--- src/rtl/sysreset_pkg.sv ---
// rtl/sysreset_pkg.sv - shared encodings for the system reset request block
package sysreset_pkg;

    typedef enum logic [1:0] {
        CAUSE_NONE = 2'b00,
        CAUSE_BTN  = 2'b01,
        CAUSE_WDT  = 2'b10,
        CAUSE_SW   = 2'b11
    } cause_e;

    typedef enum logic [1:0] {
        ST_IDLE    = 2'b00,
        ST_ASSERT  = 2'b01,
        ST_HOLDOFF = 2'b10
    } state_e;

endpackage

--- src/rtl/sysreset_debounce.sv ---
// rtl/sysreset_debounce.sv - button synchronizer, debouncer and rising-edge pulse
module sysreset_debounce #(
    parameter int unsigned DEBOUNCE_CYCLES = 1000000
) (
    input  logic clk_i,
    input  logic rst_ni,
    input  logic pad_i,
    output logic level_o,
    output logic rise_o
);

    localparam int unsigned CNT_W = (DEBOUNCE_CYCLES > 1) ? $clog2(DEBOUNCE_CYCLES) : 1;
    localparam logic [CNT_W-1:0] CNT_MAX = CNT_W'(DEBOUNCE_CYCLES - 1);

    logic [1:0]       sync_q, sync_d;
    logic             level_q, level_d;
    logic             rise_q, rise_d;
    logic [CNT_W-1:0] cnt_q, cnt_d;

    // Counter only runs while the synchronized pad disagrees with the accepted level
    always_comb begin
        sync_d  = {sync_q[0], pad_i};
        level_d = level_q;
        cnt_d   = cnt_q;
        rise_d  = 1'b0;
        if (sync_q[1] == level_q) begin
            cnt_d = '0;
        end else if (cnt_q == CNT_MAX) begin
            level_d = ~level_q;
            cnt_d   = '0;
            rise_d  = ~level_q;
        end else begin
            cnt_d = cnt_q + CNT_W'(1);
        end
    end

    always_ff @(posedge clk_i or negedge rst_ni) begin
        if (!rst_ni) begin
            sync_q  <= '0;
            level_q <= 1'b0;
            rise_q  <= 1'b0;
            cnt_q   <= '0;
        end else begin
            sync_q  <= sync_d;
            level_q <= level_d;
            rise_q  <= rise_d;
            cnt_q   <= cnt_d;
        end
    end

    assign level_o = level_q;
    assign rise_o  = rise_q;

endmodule

--- src/rtl/sysreset_req.sv ---
// rtl/sysreset_req.sv - merges button, watchdog and software sources into one reset pulse
module sysreset_req
    import sysreset_pkg::*;
#(
    parameter int unsigned DEBOUNCE_CYCLES = 1000000,
    parameter int unsigned PULSE_LEN       = 16,
    parameter int unsigned HOLDOFF_CYCLES  = 1048576,
    parameter int unsigned WDT_W           = 32
) (
    input  logic             sys_clk,
    input  logic             sys_rst_n,
    input  logic             btn_pad,
    input  logic             sw_reset_req,
    input  logic             wdt_enable,
    input  logic             wdt_kick,
    input  logic [WDT_W-1:0] wdt_timeout,
    output logic             trigger_reset,
    output logic [1:0]       reset_cause,
    output logic [WDT_W-1:0] wdt_count,
    output logic             busy
);

    localparam int unsigned CNT_TOP = (HOLDOFF_CYCLES > PULSE_LEN) ? HOLDOFF_CYCLES : PULSE_LEN;
    localparam int unsigned CNT_W   = $clog2(CNT_TOP + 1);
    localparam logic [CNT_W-1:0] PULSE_LOAD = CNT_W'(PULSE_LEN - 1);
    localparam logic [CNT_W-1:0] HOLD_LOAD  = CNT_W'(HOLDOFF_CYCLES - 1);

    logic btn_level, btn_rise;

    sysreset_debounce #(
        .DEBOUNCE_CYCLES(DEBOUNCE_CYCLES)
    ) u_debounce (
        .clk_i  (sys_clk),
        .rst_ni (sys_rst_n),
        .pad_i  (btn_pad),
        .level_o(btn_level),
        .rise_o (btn_rise)
    );

    state_e           state_q, state_d;
    logic [CNT_W-1:0] cnt_q, cnt_d;
    cause_e           cause_q, cause_d;
    logic             trig_q, busy_q;

    logic             wdt_en_q, wdt_block_q, wdt_block_d, wdt_req_q, wdt_req_d, wdt_rise;
    logic [WDT_W-1:0] wdt_cnt_q, wdt_cnt_d;

    // Holdoff parks the watchdog at zero; only a new enable edge re-arms it
    always_comb begin
        wdt_rise    = wdt_enable & ~wdt_en_q;
        wdt_cnt_d   = wdt_cnt_q;
        wdt_block_d = wdt_block_q;
        wdt_req_d   = 1'b0;
        if (state_q == ST_HOLDOFF) begin
            wdt_cnt_d   = '0;
            wdt_block_d = 1'b1;
        end else if (wdt_rise) begin
            wdt_cnt_d   = wdt_timeout;
            wdt_block_d = 1'b0;
        end else if (wdt_enable && !wdt_block_q) begin
            if (wdt_kick) begin
                wdt_cnt_d = wdt_timeout;
            end else if (wdt_cnt_q != '0) begin
                wdt_cnt_d = wdt_cnt_q - WDT_W'(1);
                wdt_req_d = (wdt_cnt_q == WDT_W'(1));
            end
        end
    end

    always_comb begin
        state_d = state_q;
        cnt_d   = cnt_q;
        cause_d = cause_q;
        case (state_q)
            ST_IDLE: begin
                if (btn_rise || wdt_req_q || sw_reset_req) begin
                    state_d = ST_ASSERT;
                    cnt_d   = PULSE_LOAD;
                    if (btn_rise)       cause_d = CAUSE_BTN;
                    else if (wdt_req_q) cause_d = CAUSE_WDT;
                    else                cause_d = CAUSE_SW;
                end
            end
            ST_ASSERT: begin
                if (cnt_q == '0) begin
                    state_d = ST_HOLDOFF;
                    cnt_d   = HOLD_LOAD;
                end else begin
                    cnt_d = cnt_q - CNT_W'(1);
                end
            end
            ST_HOLDOFF: begin
                if (cnt_q != '0)     cnt_d   = cnt_q - CNT_W'(1);
                else if (!btn_level) state_d = ST_IDLE;
            end
            default: state_d = ST_IDLE;
        endcase
    end

    always_ff @(posedge sys_clk or negedge sys_rst_n) begin
        if (!sys_rst_n) begin
            state_q     <= ST_IDLE;
            cnt_q       <= '0;
            cause_q     <= CAUSE_NONE;
            trig_q      <= 1'b0;
            busy_q      <= 1'b0;
            wdt_en_q    <= 1'b0;
            wdt_block_q <= 1'b0;
            wdt_req_q   <= 1'b0;
            wdt_cnt_q   <= '0;
        end else begin
            state_q     <= state_d;
            cnt_q       <= cnt_d;
            cause_q     <= cause_d;
            trig_q      <= (state_d == ST_ASSERT);
            busy_q      <= (state_d != ST_IDLE);
            wdt_en_q    <= wdt_enable;
            wdt_block_q <= wdt_block_d;
            wdt_req_q   <= wdt_req_d;
            wdt_cnt_q   <= wdt_cnt_d;
        end
    end

    assign trigger_reset = trig_q;
    assign reset_cause   = cause_q;
    assign wdt_count     = wdt_cnt_q;
    assign busy          = busy_q;

endmodule

--- config.mk ---
export PLATFORM = sky130hd
export DESIGN_NAME = sysreset_req
export DESIGN_NICKNAME = d
export VERILOG_FILES = /design/src/rtl/sysreset_pkg.sv /design/src/rtl/sysreset_debounce.sv /design/src/rtl/sysreset_req.sv
export SDC_FILE = /design/constraint.sdc
export NUM_CORES = 1
export LEC_CHECK = 0
export BUFFER_PORTS_ARGS = -buffer_cell sky130_fd_sc_hd__clkbuf_2
export CAP_MARGIN = 20
export CORE_MARGIN = 2
export CORE_UTILIZATION = 45
export DETAILED_ROUTE_END_ITERATION = 8
export PLACE_DENSITY_LB_ADDON = 0.3
export SLEW_MARGIN = 15
export SYNTH_ARGS = -nofsm -noshare
export SYNTH_HDL_FRONTEND = slang
export SYNTH_SLANG_ARGS = --single-unit
--- constraint.sdc ---
create_clock -name sys_clk -period 2.69 [get_ports sys_clk]
set_input_delay 0.269 -clock sys_clk [delete_from_list [all_inputs] [get_ports sys_clk]]
set_output_delay 0.269 -clock sys_clk [all_outputs]
set_load 0.02 [all_outputs]
Word level (Yosys, flattened, before mapping)
Index checks and enable logic that the tools add are counted.
{ "op_classes": {"addsub": 3, "n_eq_ne": 8, "n_mux": 27, "bitwise": 4, "reduce_logical": 17} }
{ "op_table": {"columns": ["op", "n"], "rows": [
  ["$mux W32", 5],
  ["$mux W21", 3],
  ["$pmux W21 S3", 1],
  ["$mux W20", 2],
  ["$eq A32 B1 Y1 const B", 1],
  ["$reduce_bool A32 Y1", 1],
  ["$sub A32 B1 Y32 const B", 1],
  ["$logic_not A21 Y1", 1],
  ["$reduce_bool A21 Y1", 1],
  ["$sub A21 B1 Y21 const B", 1],
  ["$add A20 B1 Y20 const B", 1],
  ["$eq A20 B20 Y1 const B", 1],
  ["$mux W1", 10],
  ["$mux W2", 5],
  ["$pmux W2 S3", 1],
  ["$reduce_and A2 Y1", 3],
  ["$reduce_bool A3 Y1", 2],
  ["$eq A2 B1 Y1 const B", 2],
  ["$reduce_bool A2 Y1", 2],
  ["$reduce_bool A4 Y1", 1],
  ["$not A1 Y1", 3],
  ["$reduce_and A3 Y1", 1],
  ["$eq A2 B2 Y1 const B", 1],
  ["$logic_not A2 Y1", 1],
  ["7 further kinds", 8]
]} }
{ "totals": {"ff_bits": 86, "word_cells": 72} }

Longest topological paths before layout
Gate-level depths: netlist of run 1.
{ "depth": {"ltp_word": 6, "mapped_depth": 9, "mapped_depth_nobuf": 7} }

Cells and area by module
Synthesis of run 1 repeated with hierarchy kept, for this count alone.
{ "hier_totals": {"hier_cells": 567, "area_unflattened_um2": 5049.8} }
{ "by_module_without_submodules": {"columns": ["module", "instances", "cells_per_inst", "area_each_um2", "seq_area_each_um2"], "rows": [
  ["sysreset_req", 1, 457, 3912.5, 1551.5],
  ["sysreset_debounce", 1, 110, 1137.3, 600.6]
]} }

Least setup slack after synthesis of run 1
No wires, ideal clock.
{ "synth_path": {"path_type": "register to register", "from": "register wdt_cnt_q[0], in the netlist wdt_count[0]", "to": "register wdt_cnt_q[20], in the netlist wdt_count[20]", "setup_time_ps": 122, "arrival_ps": 2228, "required_time_ps": 2568, "slack_ps": 341, "stages_incl_launch_ff": 8, "path_cell_list": "dfrtp_1 -> inv_1 -> ha_1 -> nor3b_1 -> and3_1 -> nand3_1 -> or4_1 -> a32o_1"} }
{ "synth_via": {"elab_chain_len": 6} }
{ "synth_rtl": {"columns": ["item", "line", "rtl"], "rows": [
  ["start, declared", "sysreset_req.sv:46", "logic [WDT_W-1:0] wdt_cnt_q, wdt_cnt_d;"],
  ["start signal, assigned", "sysreset_req.sv:120", "wdt_cnt_q <= wdt_cnt_d;"],
  ["$sub A32 B1 Y32", "sysreset_req.sv:64", "wdt_cnt_d = wdt_cnt_q - WDT_W'(1);"],
  ["$mux W32", "sysreset_req.sv:63", "end else if (wdt_cnt_q != '0) begin"],
  ["$mux W32", "sysreset_req.sv:61", "if (wdt_kick) begin"],
  ["$mux W32", "sysreset_req.sv:60", "end else if (wdt_enable && !wdt_block_q) begin"],
  ["$mux W32", "sysreset_req.sv:57", "end else if (wdt_rise) begin"],
  ["$mux W32", "sysreset_req.sv:54", "if (state_q == ST_HOLDOFF) begin"]
]} }
Several ways; a longest one is shown, not always the timed one. The select of a mux whose other input is x is not followed.
A chain may end at the register's enable or synchronous reset.

Final worst setup path of run 1
{ "layout_path": {"from": "register wdt_cnt_q[26], in the netlist wdt_count[26]", "to": "register wdt_cnt_q[2], in the netlist wdt_count[2]"} }
{ "layout_via": {"elab_chain_len": 3} }
{ "layout_rtl": {"columns": ["item", "line"], "rows": [
  ["$reduce_bool A32 Y1", "sysreset_req.sv:63"],
  ["$reduce_bool A4 Y1 (no line)", null],
  ["$reduce_and A2 Y1 (no line)", null]
]} }
No other way between the ends.

==> metrics.txt, run 1 <==
Die H=110 um; CTS Sinks=86; slew margin rel.=around 57%; DP Worst Slack=267 ps; top cell type's share of synthesized area=42.3%; CTS root buffer=clkbuf_16; Setup Skew=4.86 ps; FILL cells=978; Peak VDD IR=0.000289 V; GP Congestion=around 0.89; WP data required=2900 ps; Reg2Reg Depth=5; Power per Cell Area=592 mW/mm2; crit path capture=wdt_count[2]; post-route antenna net violation count=0; Reg-to-Reg End=wdt_count[2]; Hold Fails Final Rpt=0; largest net degree at the start of global routing=57; initial core utilization=between 40% and 50%; max cap viols=0; launching element type of the critical path=flop; Starting DRT DRC Count=315; GRT Util Overall=24.1%; Synth cell types=a little under 70; CTS buffer count=9; vias in the first global route=4752; clk slew on worst S/H paths=70 ps; Yosys top cell by area=dfrtp_1; total grt overflow=0; synth warn=0; Mapped Area=0.00508 mm2; CP Capture Type=flop; crit path launch=wdt_count[26]; antenna violations before repair=0; Final Slew Violations=0; drt total wl=13.5 mm; fin crit share=91.9%; count leader, synth=dfrtp_1; smallest hold slack=56.3 ps; ys flop type=dfrtp_1; drt drc=0; RSZ-0062 raised after global routing=false; number of synthesized flops with an enable pin=0; Synth Net Count=615; Port Buffers=73; fmax=0.404 GHz; first-pass detailed-route iteration total=5; first-pass GRT wire length=around 23 mm; RR Startpoint=wdt_count[26]; Setup Viol. Count Final=0; flop and latch count out of synthesis=86; design area=0.00606 mm2; Worst-Margin Slew=639 ps; post-synthesis cell count=568; DIE AREA=0.0122 mm2; TritonCTS clock tree=built; core area=0.0109 mm2; Top Ports=74; Crit Path Category=flop to flop; htree depth=3; R2R Setup Slk=about 220 ps; Skew-Pair Late Insertion Delay=340 ps; CP arrival=2680 ps; total power=approximately 3.6 mW; syn_area_per_cell=8.95 um2; Hold Crit Class=primary input to flop; via count=4791; Seq/Total Area, Yosys=42.3%; HPWL after DPL=between 9 and 10 mm; Synth top cells by count=dfrtp_1 (86), nor2_1 (61), nand2_1 (49), o21ai_0 (34), a21oi_1 (32); Synth area leaders=dfrtp_1 (42%), nor2_1 (4.5%), nand2_1 (3.6%); P_leak=2.55 nW; maximum fanout along the worst path=22; cts repair resizes=0; Vias/cell=6.02; post-route setup TNS=0 ps; wire per inst=between 15 and 20 um; Site Rows=38; layout cells sized above 1=20.1%; area growth from synthesis to layout=19.3%; Inserted Diodes=0; Longest Clk Path Bufs=2; Post-DP Area=0.00569 mm2; FFs w/ async S/R, synth=between 90% and 100%; Die X-Extent=about 110 um; status=completed; crit path time final=2470 ps; Setup WS post-layout=217 ps; layout net count=~700
==> area by class of cell <==
| type | instances | area (um2) | share of cell area, % |
|---|---|---|---|
| sequential | 86 | 2150 | 35.5 |
| clock inverter | 6 | 115 | 1.90 |
| inverter | 18 | 67.6 | 1.11 |
| multi-input combinational | 442 | 2770 | 45.7 |
| timing repair buffer | 94 | 544 | 8.98 |
| clock buffer | 10 | 239 | 3.94 |
| tap | 140 | 175 | 2.89 |
==> where the power goes <==
part	switching, mW	leakage [nW]	internal (mW)	total (mW)
Sequential	0.134	1.08	1.38	1.51
Combinational	0.371	1.29	0.226	0.598
Clock	0.535	0.170	0.940	1.47
Total	1.04	2.55	2.55	3.59
==> worst min-delay path by stage <==
stage	endpoint	slack, ps	cells past startpoint	from
floorplan	busy	-30	0	sys_rst_n
detailed placement	u_debounce.cnt_q[2]	330	1	sys_rst_n
global route	u_debounce.sync_q[0]	30	1	btn_pad
finish	u_debounce.sync_q[0]	60	1	btn_pad
global placement	u_debounce.cnt_q[3]	320	1	sys_rst_n
CTS	u_debounce.sync_q[0]	50	1	btn_pad
==> flip-flops by register name, summed over array words and instances (netlist names) <==
register / flops
cnt_q: 21
wdt_req_q: 1
u_debounce.sync_q: 2
u_debounce.cnt_q: 20
wdt_block_q: 1
busy: 1
trigger_reset: 1
u_debounce.level_o: 1
wdt_en_q: 1
wdt_count: 32
u_debounce.rise_o: 1
state_q: 2
reset_cause: 2
==> layout by cell type (no fill, tap or decap), types with 5 or more instances in the layout <==
master	n
nor4_1	16
xnor2_1	10
a31oi_1	8
xor2_1	9
o22ai_1	6
o211ai_1	8
a21oi_1	32
a32o_1	9
ha_1	9
nor2_1	61
dfrtp_1	86
or2_2	5
o31ai_1	5
buf_4	19
or4_1	5
o22a_1	6
o311ai_0	7
inv_1	18
clkbuf_2	72
nand4_1	14
nor3_1	28
or3_1	13
clkbuf_16	9
o21ai_1	6
a2bb2oi_1	5
o21ai_0	34
nand3_1	21
nand2_1	49
==> metal layers <==
layer / share of wire (%) / track usage (%) / up-vias
met5: 0 / 0 / -
met4: 1.5 / 8.39 / 0
met3: 6.3 / 5.47 / 18
met2: 48 / 39.0 / 165
met1: 44 / 31.7 / 2305
li1: - / - / 2303
==> stage by stage <==
stage          utilization [%]  std cells
6_report                  55.4        796
4_1_cts                   55.3        795
3_3_place_gp              52.0        778
5_1_grt                   55.4        796
2_1_floorplan                -        568
3_5_place_dp              52.0        778
==> worst max-delay path, cell delays in order, from the launching register on <==
cell	delay (ps)
dfrtp_1	420
or4_4	590
or3_4	440
nor3_4	390
a21o_4	340
o21ai_0	150
==> kinds of logic after synthesis <==
family,share of synthesized area [%]
and+or+nand+nor,26.9
AOI/OAI and AO/OA,21.3
DFF,42.3
buffers and inverters,3.32
xor gates and xnor gates,3.27
adders and majority gates,2.22
muxes,0.665
==> what timing repair did <==
action                    in CTS  in global routing
hold endpoints to repair      44                  0
hold buffers                   1                  0
setup buffers                  0                  0
Power figures use the tool's default switching activity.
==> inputs of run 2 (changes only) <==
--- a/config.mk
+++ b/config.mk
@@ -10,6 +10,8 @@
 export CORE_MARGIN = 2
 export CORE_UTILIZATION = 45
 export DETAILED_ROUTE_END_ITERATION = 8
+export GPL_ROUTABILITY_DRIVEN = 0
+export HOLD_SLACK_MARGIN = 0.12
 export PLACE_DENSITY_LB_ADDON = 0.3
 export SLEW_MARGIN = 15
 export SYNTH_ARGS = -nofsm -noshare
==> metrics.txt, run 2 (same netlist as run 1, synthesis figures left out) <==
status=completed; P_leak=2.56 nW; htree depth=3; HPWL after DPL=9.48 mm; CTS root buffer=clkbuf_16; GRT Util Overall=24.1%; area growth from synthesis to layout=19.6%; Skew-Pair Late Insertion Delay=340 ps; WP data required=~2900 ps; CTS Sinks=86; Die H=approximately 110 um; CP arrival=2680 ps; fin crit share=92.0%; Peak VDD IR=0.000289 V; Vias/cell=6.06; layout net count=700; vias in the first global route=around 4.8k; max cap viols=0; Post-DP Area=0.00569 mm2; Die X-Extent=110 um; Top Ports=74; clk slew on worst S/H paths=70 ps; layout cells sized above 1=20.1%; total grt overflow=0; HP Start=wdt_timeout[16]; Hold Crit Class=primary input to flop; TritonCTS clock tree=built; post-route setup TNS=0 ps; core area=0.0109 mm2; Inserted Diodes=0; crit path time final=2470 ps; Starting DRT DRC Count=~290; total power=3.59 mW; DIE AREA=0.0122 mm2; CP Capture Type=flop; fmax=0.404 GHz; Worst Hold End=wdt_count[16]; drt drc=0; Final Slew Violations=0; Hold Fails Final Rpt=0; RR Startpoint=wdt_count[26]; CTS buffer count=9; Crit Path Category=flop to flop; drt total wl=13.6 mm; maximum fanout along the worst path=22; design area=roughly 0.0061 mm2; launching element type of the critical path=flop; slew margin rel.=57.5%; commonest non-fill, non-tap cells in the layout=dfrtp_1 (86), clkbuf_2 (72), nor2_1 (61); largest net degree at the start of global routing=57; Worst-Margin Slew=638 ps; initial core utilization=46.5%; FILL cells=between 900 and 1k; via count=4839; Setup Viol. Count Final=0; Setup Skew=slightly above 5 ps; Port Buffers=73; R2R Setup Slk=220 ps; antenna violations before repair=0; Reg-to-Reg End=wdt_count[2]; Site Rows=38; Reg2Reg Depth=5; wire per inst=17.0 um; post-route antenna net violation count=0; Longest Clk Path Bufs=2; Hold Crit Depth=3; max reg flops=32; most common cell after layout, fill and taps aside=dfrtp_1; first-pass detailed-route iteration total=5; first-pass GRT wire length=23.2 mm; RSZ-0062 raised after global routing=false; Power per Cell Area=591 mW/mm2
-- run 2: area by class of cell --
type	count	area (um2)	area share, %
Tap cell	140	175	2.88
Sequential cell	86	2150	35.4
Inverter	18	67.6	1.11
Clock inverter	6	115	1.89
Multi-Input combinational cell	442	2770	45.5
Timing Repair Buffer	96	564	9.28
Clock buffer	10	239	3.93
-- run 2: routing by layer --
layer / GRT usage (%) / part of all wire [%] / vias up
met5: 0 / 0 / -
li1: - / - / 2307
met3: 5.35 / 6.2 / 25
met2: 39.2 / 48 / 173
met4: 8.39 / 1.6 / 0
met1: 31.7 / 44 / 2334
-- run 2: per-stage QoR --
| stage | hold WS (ps) | utilization [%] | setup WS (ps) | instances |
|---|---|---|---|---|
| after floorplan | -26.6 | - | 341 | 568 |
| after global placement | 321 | 52.0 | 346 | 778 |
| after detailed placement | 327 | 52.0 | 267 | 778 |
| after CTS | 192 | 55.5 | 255 | 797 |
| after global routing | 217 | 55.6 | 67.5 | 798 |
| final | 195 | 55.6 | 216 | 798 |
-- run 2: repair_timing --
action / in CTS / in global routing
setup buffers: 0 / 0
hold buffers: 3 / 0
hold endpoints to repair: 46 / 0
resized for setup: 0 / 0
-- run 2: worst max-delay path by stage --
stage,startpoint,endpoint,cells past startpoint
floorplan,wdt_count[0],wdt_count[20],7
global placement,wdt_count[26],wdt_count[24],5
detailed placement,wdt_count[26],wdt_count[9],5
CTS,wdt_count[26],wdt_count[9],5
global route,wdt_count[0],wdt_count[20],8
finish,wdt_count[26],wdt_count[2],5
-- run 2: report_power, final --
part | internal (mW) | switching, mW
combinational | 0.228 | 0.373
sequential | 1.38 | 0.135
clock | 0.940 | 0.539
total | 2.55 | 1.05
-- run 2: worst max-delay path: stages, from the launching register on --
cell	delay, ps
dfrtp_1	420
or4_4	590
or3_4	440
nor3_4	380
a21o_4	340
o21ai_0	150
==> inputs of run 3 (changes only) <==
--- a/config.mk
+++ b/config.mk
@@ -12,7 +12,7 @@
 export DETAILED_ROUTE_END_ITERATION = 8
 export GPL_ROUTABILITY_DRIVEN = 0
 export HOLD_SLACK_MARGIN = 0.12
-export PLACE_DENSITY_LB_ADDON = 0.3
+export PLACE_DENSITY = 0.65
 export SLEW_MARGIN = 15
 export SYNTH_ARGS = -nofsm -noshare
 export SYNTH_HDL_FRONTEND = slang
==> constraint.sdc (replaced) <==
create_clock -name sys_clk -period 2.65 [get_ports sys_clk]
set_input_delay 0.265 -clock sys_clk [delete_from_list [all_inputs] [get_ports sys_clk]]
set_output_delay 0.265 -clock sys_clk [all_outputs]
set_load 0.02 [all_outputs]
==> metrics.txt, run 3 (same netlist as run 1, synthesis figures left out) <==
Setup Viol. Count Final=0; max reg flops=32; first-pass detailed-route iteration total=4; combinational power share=17.6%; fmax=0.402 GHz; R2R Setup Slk=160 ps; Hold Crit Depth=3; RR Startpoint=wdt_count[0]; Crit Path Category=flop to flop; max cap viols=0; htree depth=3; layout net count=699; CTS Sinks=86; post-route antenna net violation count=0; Final Slew Violations=0; design area=0.00603 mm2; CTS buffer count=9; Clk pwr share=37.7%; Hold Crit Class=primary input to flop; commonest non-fill, non-tap cells in the layout=dfrtp_1 (86), clkbuf_2 (72), nor2_1 (61); Die X-Extent=110 um; final core occ=55.1%; Inserted Diodes=0; CP Capture Type=flop; switching pwr=1.06 mW; CTS root buffer=clkbuf_16; Power per Cell Area=570 mW/mm2; # Post-CTS Setup Buffers=0; P_leak=2.52 nW; post-route setup TNS=0 ps; Flop pwr share=44.7%; Longest Clk Path Bufs=2; maximum fanout along the worst path=6; HP Start=wdt_timeout[23]; wire per inst=16.8 um; Reg2Reg Depth=8; Starting DRT DRC Count=around 260; Sw Ratio=30.9%; area occupied by multi-input gates=0.00277 mm2; Peak VDD IR=0.000354 V; Site Rows=38; GRT Util Overall=23.3%; clk slew on worst S/H paths=approximately 70 ps; crit path time final=2490 ps; Hold Fails Final Rpt=0; drt drc=0; launching element type of the critical path=flop; HPWL after DPL=about 9.5 mm; CP arrival=about 2700 ps; FILL cells=1036; Skew-Pair Late Insertion Delay=340 ps; Reg-to-Reg End=wdt_count[20]; status=completed; Die H=110 um; initial core utilization=46.5%; area growth from synthesis to layout=18.6%; RSZ-0062 raised after global routing=false; total power=3.43 mW; layout cells sized above 1=19.9%; Worst-Margin Slew=669 ps; Setup Skew=around 8.5 ps; drt total wl=13.4 mm; Port Buffers=73; FF/Latch Area=0.00215 mm2; vias in the first global route=approximately 4.6k; Vias/cell=~6; DIE AREA=0.0122 mm2; Top Ports=74; WP data required=between 2000 and 3000 ps; via count=4742; antenna violations before repair=0; fin crit share=between 90% and 100%; total grt overflow=0; slew margin rel.=55.4%; core area=0.0109 mm2; Worst Hold End=wdt_count[23]; first-pass GRT wire length=~22 mm; TritonCTS clock tree=built; most common cell after layout, fill and taps aside=dfrtp_1; Int Pwr=2.37 mW; Post-DP Area=0.00568 mm2; largest net degree at the start of global routing=73
-- run 3: changes by cell type in the layout (fill, tap and decap cells not counted), sizes merged --
cell	previous run	this run
clkinv	0	2
clkinvlp	1	2
clkbuf	82	81
bufinv	3	1
buf	21	20
-- run 3: power groups by stage --
stage,logic (mW),clock network [mW],registers (mW)
2_1_floorplan,0.269,0,1.63
3_3_place_gp,0.592,0,1.55
3_5_place_dp,0.602,0,1.55
4_1_cts,0.609,1.32,1.53
5_1_grt,0.664,1.39,1.55
6_report,0.606,1.29,1.53
-- run 3: area by class of cell --
| cell class | instances | area share, % |
|---|---|---|
| Clock inverter | 7 | 1.37 |
| Multi-Input combinational cell | 442 | 45.9 |
| Sequential cell | 86 | 35.7 |
| Clock buffer | 9 | 3.74 |
| Tap cell | 140 | 2.91 |
| Inverter | 18 | 1.12 |
| Timing Repair Buffer | 95 | 9.24 |
-- run 3: critical path, cell delays in order (launching register included) --
cell and delay (ps):
dfrtp_1 450, inv_1 150, ha_1 230, nor3b_1 240, buf_4 180, and3_1 280, nand3_1 170, or4_1 430
a32o_1 260
-- run 3: layer usage --
metal	up-vias	routed length [um]	track usage, %
li1	2311	-	-
met5	-	0	0
met4	0	261	8.13
met1	2270	6170	30.8
met2	143	6280	38.1
met3	18	707	4.70
-- run 3: worst max-delay path by stage --
stage / from / to / slack, ps / cells past startpoint
final: wdt_count[0] / wdt_count[20] / 160 / 8
after global routing: wdt_count[0] / wdt_count[20] / 10 / 8
after CTS: wdt_count[0] / wdt_count[20] / 170 / 8
after detailed placement: wdt_count[0] / wdt_count[20] / 250 / 8
after global placement: wdt_count[26] / wdt_count[24] / 300 / 5
after floorplan: wdt_count[0] / wdt_count[20] / 300 / 7
-- run 3: stage by stage --
step | hold WS, ps | setup WS [ps] | cells
global route | 206 | 13.3 | 797
global placement | 142 | 296 | 777
detailed placement | 147 | 255 | 777
floorplan | -30.6 | 301 | 568
finish | 189 | 162 | 797
CTS | 189 | 167 | 796
-- run 3: repair_timing --
| item | 4_1_cts | 5_1_grt |
|---|---|---|
| resized for setup | 0 | 0 |
| hold endpoints to repair | 16 | 0 |
| hold buffers | 3 | 0 |
